<file path="config.mk">
export PLATFORM = sky130hd
export DESIGN_NAME = serial_adder_flat
export DESIGN_NICKNAME = d
export VERILOG_FILES = /design/src/rtl/serial_arith_pkg.sv /design/src/rtl/serial_adder_if.sv /design/src/rtl/full_adder.sv /design/src/rtl/serial_adder.sv /design/src/flat_wrapper.sv
export SDC_FILE = /design/constraint.sdc
export NUM_CORES = 1
export LEC_CHECK = 0
export BUFFER_PORTS_ARGS = -buffer_cell sky130_fd_sc_hd__buf_2
export CORE_MARGIN = 4
export CORE_UTILIZATION = 58
export CTS_CLUSTER_DIAMETER = 30
export CTS_CLUSTER_SIZE = 24
export DETAILED_ROUTE_END_ITERATION = 10
export PLACE_DENSITY = 0.83
export SYNTH_ARGS = -nofsm -noshare
export SYNTH_HDL_FRONTEND = slang
export SYNTH_SLANG_ARGS = --single-unit
</file>
<file path="constraint.sdc">
create_clock -name clk -period 2.2 [get_ports clk]
set_input_delay 0.11 -clock clk [delete_from_list [all_inputs] [get_ports clk]]
set_output_delay 0.11 -clock clk [all_outputs]
set_load 0.02 [all_outputs]
</file>
<file path="src/rtl/serial_arith_pkg.sv">
// Shared definitions for the bit-serial arithmetic blocks: controller state
// encoding and the default operand width.
package serial_arith_pkg;

    // Operand width used when a block is instantiated without an override.
    localparam int SA_DEFAULT_WIDTH = 8;

    // Controller states; 2-bit encoding leaves 2'd3 unused (recovers to IDLE).
    typedef enum logic [1:0] {
        IDLE = 2'd0,
        BUSY = 2'd1,
        DONE = 2'd2
    } sa_state_e;

endpackage

</file>
<file path="src/rtl/serial_adder_if.sv">
// Operand/result handshake bundle for the serial adder.
// The slave side is the adder itself, the master side is its user.
interface serial_adder_if
    import serial_arith_pkg::*;
#(
    parameter int WIDTH = SA_DEFAULT_WIDTH
);

    logic             in_valid;
    logic             in_ready;
    logic [WIDTH-1:0] a;
    logic [WIDTH-1:0] b;
    logic             cin;
    logic             out_valid;
    logic             out_ready;
    logic [WIDTH-1:0] sum;
    logic             cout;
    logic             ovf;

    modport slave (
        input  in_valid,
        output in_ready,
        input  a,
        input  b,
        input  cin,
        output out_valid,
        input  out_ready,
        output sum,
        output cout,
        output ovf
    );

    modport master (
        output in_valid,
        input  in_ready,
        output a,
        output b,
        output cin,
        input  out_valid,
        output out_ready,
        input  sum,
        input  cout,
        input  ovf
    );

endinterface

</file>
<file path="src/rtl/full_adder.sv">
// One-bit full adder; the bit cell of the serial adder and the sibling of
// the full_subtractor cell. Purely combinational.
module full_adder (
    input  logic i_a,
    input  logic i_b,
    input  logic i_cin,
    output logic o_sum,
    output logic o_cout
);

    assign o_sum  = i_a ^ i_b ^ i_cin;
    assign o_cout = (i_a & i_b) | (i_cin & (i_a ^ i_b));

endmodule

</file>
<file path="src/rtl/serial_adder.sv">
// Bit-serial two's-complement adder. Operands are captured on an input
// handshake, added LSB-first one bit per clock through a single full-adder
// cell and a carry flop, and the result (sum, carry-out, signed overflow) is
// held behind an output handshake until consumed.
module serial_adder
    import serial_arith_pkg::*;
#(
    parameter int WIDTH = SA_DEFAULT_WIDTH
) (
    input  logic          clk,
    input  logic          rst,
    serial_adder_if.slave bus
);

    localparam int CW = $clog2(WIDTH);

    // Controller state
    sa_state_e        r_state;
    sa_state_e        w_next_state;

    // Datapath registers
    logic [WIDTH-1:0] r_a_sh;
    logic [WIDTH-1:0] r_b_sh;
    logic [WIDTH-1:0] r_sum_sh;
    logic             r_carry;
    logic [CW-1:0]    r_cnt;

    // Result registers, only written on entry to DONE
    logic [WIDTH-1:0] r_sum;
    logic             r_cout;
    logic             r_ovf;

    // Bit cell and control decodes
    logic             w_fa_sum;
    logic             w_fa_cout;
    logic             w_accept;
    logic             w_busy;
    logic             w_last;

    assign w_accept = (r_state == IDLE) && bus.in_valid;
    assign w_busy   = (r_state == BUSY);
    assign w_last   = (r_cnt == CW'(WIDTH - 1));

    // The single bit cell: current LSBs of both operands plus the running carry.
    full_adder u_bit_cell (
        .i_a    (r_a_sh[0]),
        .i_b    (r_b_sh[0]),
        .i_cin  (r_carry),
        .o_sum  (w_fa_sum),
        .o_cout (w_fa_cout)
    );

    // State register; reset aborts any job in flight.
    always_ff @(posedge clk or posedge rst) begin
        if (rst) begin
            r_state <= IDLE;
        end else begin
            r_state <= w_next_state;
        end
    end

    // Next-state logic: accept in IDLE, WIDTH bit steps in BUSY, wait for the consumer in DONE.
    always_comb begin
        w_next_state = r_state;
        case (r_state)
            IDLE: begin
                if (bus.in_valid) begin
                    w_next_state = BUSY;
                end else begin
                    w_next_state = IDLE;
                end
            end
            BUSY: begin
                if (w_last) begin
                    w_next_state = DONE;
                end else begin
                    w_next_state = BUSY;
                end
            end
            DONE: begin
                if (bus.out_ready) begin
                    w_next_state = IDLE;
                end else begin
                    w_next_state = DONE;
                end
            end
            default: begin
                w_next_state = IDLE;
            end
        endcase
    end

    // Operand capture, bit-serial shifting and carry/counter update.
    always_ff @(posedge clk or posedge rst) begin
        if (rst) begin
            r_a_sh   <= {WIDTH{1'b0}};
            r_b_sh   <= {WIDTH{1'b0}};
            r_sum_sh <= {WIDTH{1'b0}};
            r_carry  <= 1'b0;
            r_cnt    <= {CW{1'b0}};
        end else if (w_accept) begin
            r_a_sh   <= bus.a;
            r_b_sh   <= bus.b;
            r_sum_sh <= {WIDTH{1'b0}};
            r_carry  <= bus.cin;
            r_cnt    <= {CW{1'b0}};
        end else if (w_busy) begin
            r_a_sh   <= {1'b0, r_a_sh[WIDTH-1:1]};
            r_b_sh   <= {1'b0, r_b_sh[WIDTH-1:1]};
            r_sum_sh <= {w_fa_sum, r_sum_sh[WIDTH-1:1]};
            r_carry  <= w_fa_cout;
            r_cnt    <= r_cnt + CW'(1);
        end else begin
            r_a_sh   <= r_a_sh;
            r_b_sh   <= r_b_sh;
            r_sum_sh <= r_sum_sh;
            r_carry  <= r_carry;
            r_cnt    <= r_cnt;
        end
    end

    // Result capture on the last bit step; the carry flop still holds the
    // carry into the MSB there, so overflow is that XOR the cell's carry-out.
    always_ff @(posedge clk or posedge rst) begin
        if (rst) begin
            r_sum  <= {WIDTH{1'b0}};
            r_cout <= 1'b0;
            r_ovf  <= 1'b0;
        end else if (w_busy && w_last) begin
            r_sum  <= {w_fa_sum, r_sum_sh[WIDTH-1:1]};
            r_cout <= w_fa_cout;
            r_ovf  <= r_carry ^ w_fa_cout;
        end else begin
            r_sum  <= r_sum;
            r_cout <= r_cout;
            r_ovf  <= r_ovf;
        end
    end

    // Handshake flags are plain decodes of the state register.
    assign bus.in_ready  = (r_state == IDLE);
    assign bus.out_valid = (r_state == DONE);
    assign bus.sum       = r_sum;
    assign bus.cout      = r_cout;
    assign bus.ovf       = r_ovf;

endmodule
</file>
<file path="src/flat_wrapper.sv">
// flat-port wrapper written by rule: the top's interface ports become plain ports
module serial_adder_flat import serial_arith_pkg::*;
#(
    parameter int WIDTH = SA_DEFAULT_WIDTH
)
  (clk, rst, bus_in_valid, bus_in_ready, bus_a, bus_b, bus_cin, bus_out_valid, bus_out_ready, bus_sum, bus_cout, bus_ovf);
  serial_adder_if #(.WIDTH(WIDTH)) bus_i ();
  input  logic clk;
  input  logic rst;
  input wire logic [$bits(bus_i.in_valid)-1:0] bus_in_valid;
  output wire logic [$bits(bus_i.in_ready)-1:0] bus_in_ready;
  input wire logic [$bits(bus_i.a)-1:0] bus_a;
  input wire logic [$bits(bus_i.b)-1:0] bus_b;
  input wire logic [$bits(bus_i.cin)-1:0] bus_cin;
  output wire logic [$bits(bus_i.out_valid)-1:0] bus_out_valid;
  input wire logic [$bits(bus_i.out_ready)-1:0] bus_out_ready;
  output wire logic [$bits(bus_i.sum)-1:0] bus_sum;
  output wire logic [$bits(bus_i.cout)-1:0] bus_cout;
  output wire logic [$bits(bus_i.ovf)-1:0] bus_ovf;
  assign bus_i.in_valid = bus_in_valid;
  assign bus_in_ready = bus_i.in_ready;
  assign bus_i.a = bus_a;
  assign bus_i.b = bus_b;
  assign bus_i.cin = bus_cin;
  assign bus_out_valid = bus_i.out_valid;
  assign bus_i.out_ready = bus_out_ready;
  assign bus_sum = bus_i.sum;
  assign bus_cout = bus_i.cout;
  assign bus_ovf = bus_i.ovf;
  serial_adder #(.WIDTH(WIDTH)) u_core (.clk(clk), .rst(rst), .bus(bus_i));
endmodule
</file>
==> results_dict.tcl <==
set metrics [dict create \
    clkTransAtPathRegs_ns 0.12 \
    fin_area_um2 2040 \
    tritoncts "yes" \
    ios 33 \
    setup_viol 0 \
    grt_max_degree 40 \
    final_util 0.726 \
    hp-class "input port to register" \
    pre_cts_ws_ns 0.503 \
    hpwl_um 2260 \
    layout_min_cycle_time_ns 1.69 \
    synthCells 150 \
    grt_use_total 0.178 \
    path_max_fanout 20 \
    grt_pass1_vias 1234 \
    io_buffers 32 \
    wl_um 3210 \
    max_freq_mhz 593 \
    synth_warnings 0 \
    grt_overflow 0 \
    ys_seq_elements 39 \
    floorplan.initialDensity 0.621 \
    syn_area_um2 1740 \
    drt_first_iter_violations 60 \
    drtPass1Iterations 4 \
    syn_nets 174 \
    criticalPathCategory "register to register" \
    grt_pass1_wl_um 5580 \
    reg2reg_setup_slack_ns 0.51 \
    row_count 19 \
    rsz0062_at_grt "no" \
    area_delta_synth_final_pct 16.8 \
    fin_hold_ws_ns 0.0775 \
    diodes 0 \
    worstSkewPairLatency_ns 0.34 \
    critical_path.endpoint_type "register" \
    synth_top_cell_area_share 0.560 \
    die_x_um 62.8 \
    core_region_area_um2 2810 \
    drc_errors 0 \
    fin_cells 217 \
    finalClockSkew_ns 0.00707 \
    layout_worst_path_cycle_share 0.767 \
    n_fill_cell 217 \
    power_mw 2.93 \
    ys_types 25 \
    relSlewSlack 0.653 \
    die_y_um 62.8 \
    place_area_um2 1890 \
    htree_levels 2 \
    final_cell_mix "dfrtp_1 (39), buf_2 (32), nor3_1 (24), nor2_1 (14), nor3b_1 (12)" \
    yosysTopAreaCell "dfrtp_1" \
    die_area_um2 3950 \
    start_kind "register" \
    vdd_ir_drop_max_mv 0.891 \
    antenna_found_initial 0 \
    run_status "complete, no violations" \
    cp.arrival_ns 1.93 \
    cts-root-buf "clkbuf_4" \
    max_cap_violations 0 \
    cts_buffers 5 \
    tns_ns 0 \
    cts.sinks 39 \
    slew_violations 0 \
    fin_nets 209 \
    cts.path.max_buffers 2 \
    hold_viol_final 0 \
    dp_cells 205 \
    tightest_slew_ns 0.520 \
    num_vias 1241 \
    synth_seq_area_share 0.560 \
    cellPowerDensity_nw_per_um2 1440 \
    required_ns 2.44 \
    p_leak_nw 0.992 \
    synth_area_leaders "dfrtp_1 (56%), nor3_1 (6.9%), mux2_2 (6.5%), nor3b_1 (5.2%), a22o_1 (4.5%)" \
    avgViaCountPerCell 5.72 \
    wl_per_cell_um 14.8 \
    synth_area_per_cell_um2 11.6 \
    gp_congestion 0.796 \
    drive_gt1_frac 0.296 \
    ant_nets 0 \
    fin_ws_ns 0.513 \
    final_common_cell "dfrtp_1" \
]
## routing by layer
layer  up-vias  part of all wire  routed length (µm)  global-route usage
met5         -                 0                   0                   0
met4         0            0.0056                  18              0.0413
met3         2             0.062                 200              0.0647
met2        30              0.49                1560               0.296
met1       603              0.45                1430               0.223
li1        606                 -                   -                   -
## registers in the layout, summed over array words and instances, names as in the netlist
signal	cells
u_core.r_cnt	3
u_core.bus.sum	8
u_core.r_sum_sh	7
u_core.r_a_sh	8
u_core.r_b_sh	8
u_core.bus.cout	1
u_core.r_state	2
u_core.r_carry	1
u_core.bus.ovf	1
## path summary, 6_finish.rpt
path                            cells after the start                 to         startpoint
worst max register to register                      3    u_core.r_cnt[0]  u_core.r_state[0]
worst min register to register                      1  u_core.bus.sum[7]  u_core.bus.sum[7]
worst min-delay path                                2   u_core.r_a_sh[7]       bus_in_valid
max in group asynchronous                           4   u_core.r_a_sh[5]                rst
min in group asynchronous                           4  u_core.bus.sum[0]                rst
worst max-delay path                                3    u_core.r_cnt[0]  u_core.r_state[0]
## area by class of cell
type | instances | area [µm²] | area share
Timing Repair Buffer | 39 | 223 | 0.109
Tap cell | 31 | 38.8 | 0.0191
Sequential cell | 39 | 976 | 0.479
Multi-Input combinational cell | 98 | 689 | 0.339
Clock buffer | 6 | 41.3 | 0.0203
Clock inverter | 2 | 60.1 | 0.0295
Inverter | 2 | 7.51 | 0.00369
## power by group
group | switching, mW | leakage [nW] | internal, mW
Sequential | 0.244 | 0.484 | 1.04
Combinational | 0.534 | 0.455 | 0.523
Clock | 0.230 | 0.0525 | 0.355
Total | 1.01 | 0.992 | 1.92
## worst max-delay path: stages (launching register included)
cell	delay, ns
dfrtp_1	0.69
nor2_1	0.19
or2_1	0.39
mux2_2	0.32
## kinds of logic (layout without fill, tap and decap cells)
kind of cell,count (synthesis),count (layout),share of synthesized area
flops,39,39,0.560
fa+ha+maj,3,3,0.0258
buf+inv,13,49,0.0445
compound gates,21,21,0.0969
xor+xnor,1,1,0.00503
simple gates,63,63,0.203
mux,10,10,0.0646
## what timing repair did
item	in CTS	in global routing
setup buffers	0	0
resized for setup	0	0
setup endpoints to repair	0	0
endpoints found under the hold margin	40	2
hold buffers	2	2
## synthesized netlist by cell type
cell type and number:
a21oi_1 1, a221o_1 3, a22o_1 9, a32o_1 2
and2b_1 1, buf_2 5, buf_4 2, buf_6 2
clkbuf_1 2, dfrtp_1 39, fa_1 1, ha_1 2
inv_1 2, mux2_2 10, nand2_1 4, nand2b_1 5
nand3b_4 1, nor2_1 14, nor3_1 24, nor3b_1 12
o21ai_0 5, o21ba_2 1, or2_1 1, or2b_4 1
xnor2_1 1
Note: power is estimated with default switching activity, not from simulation.
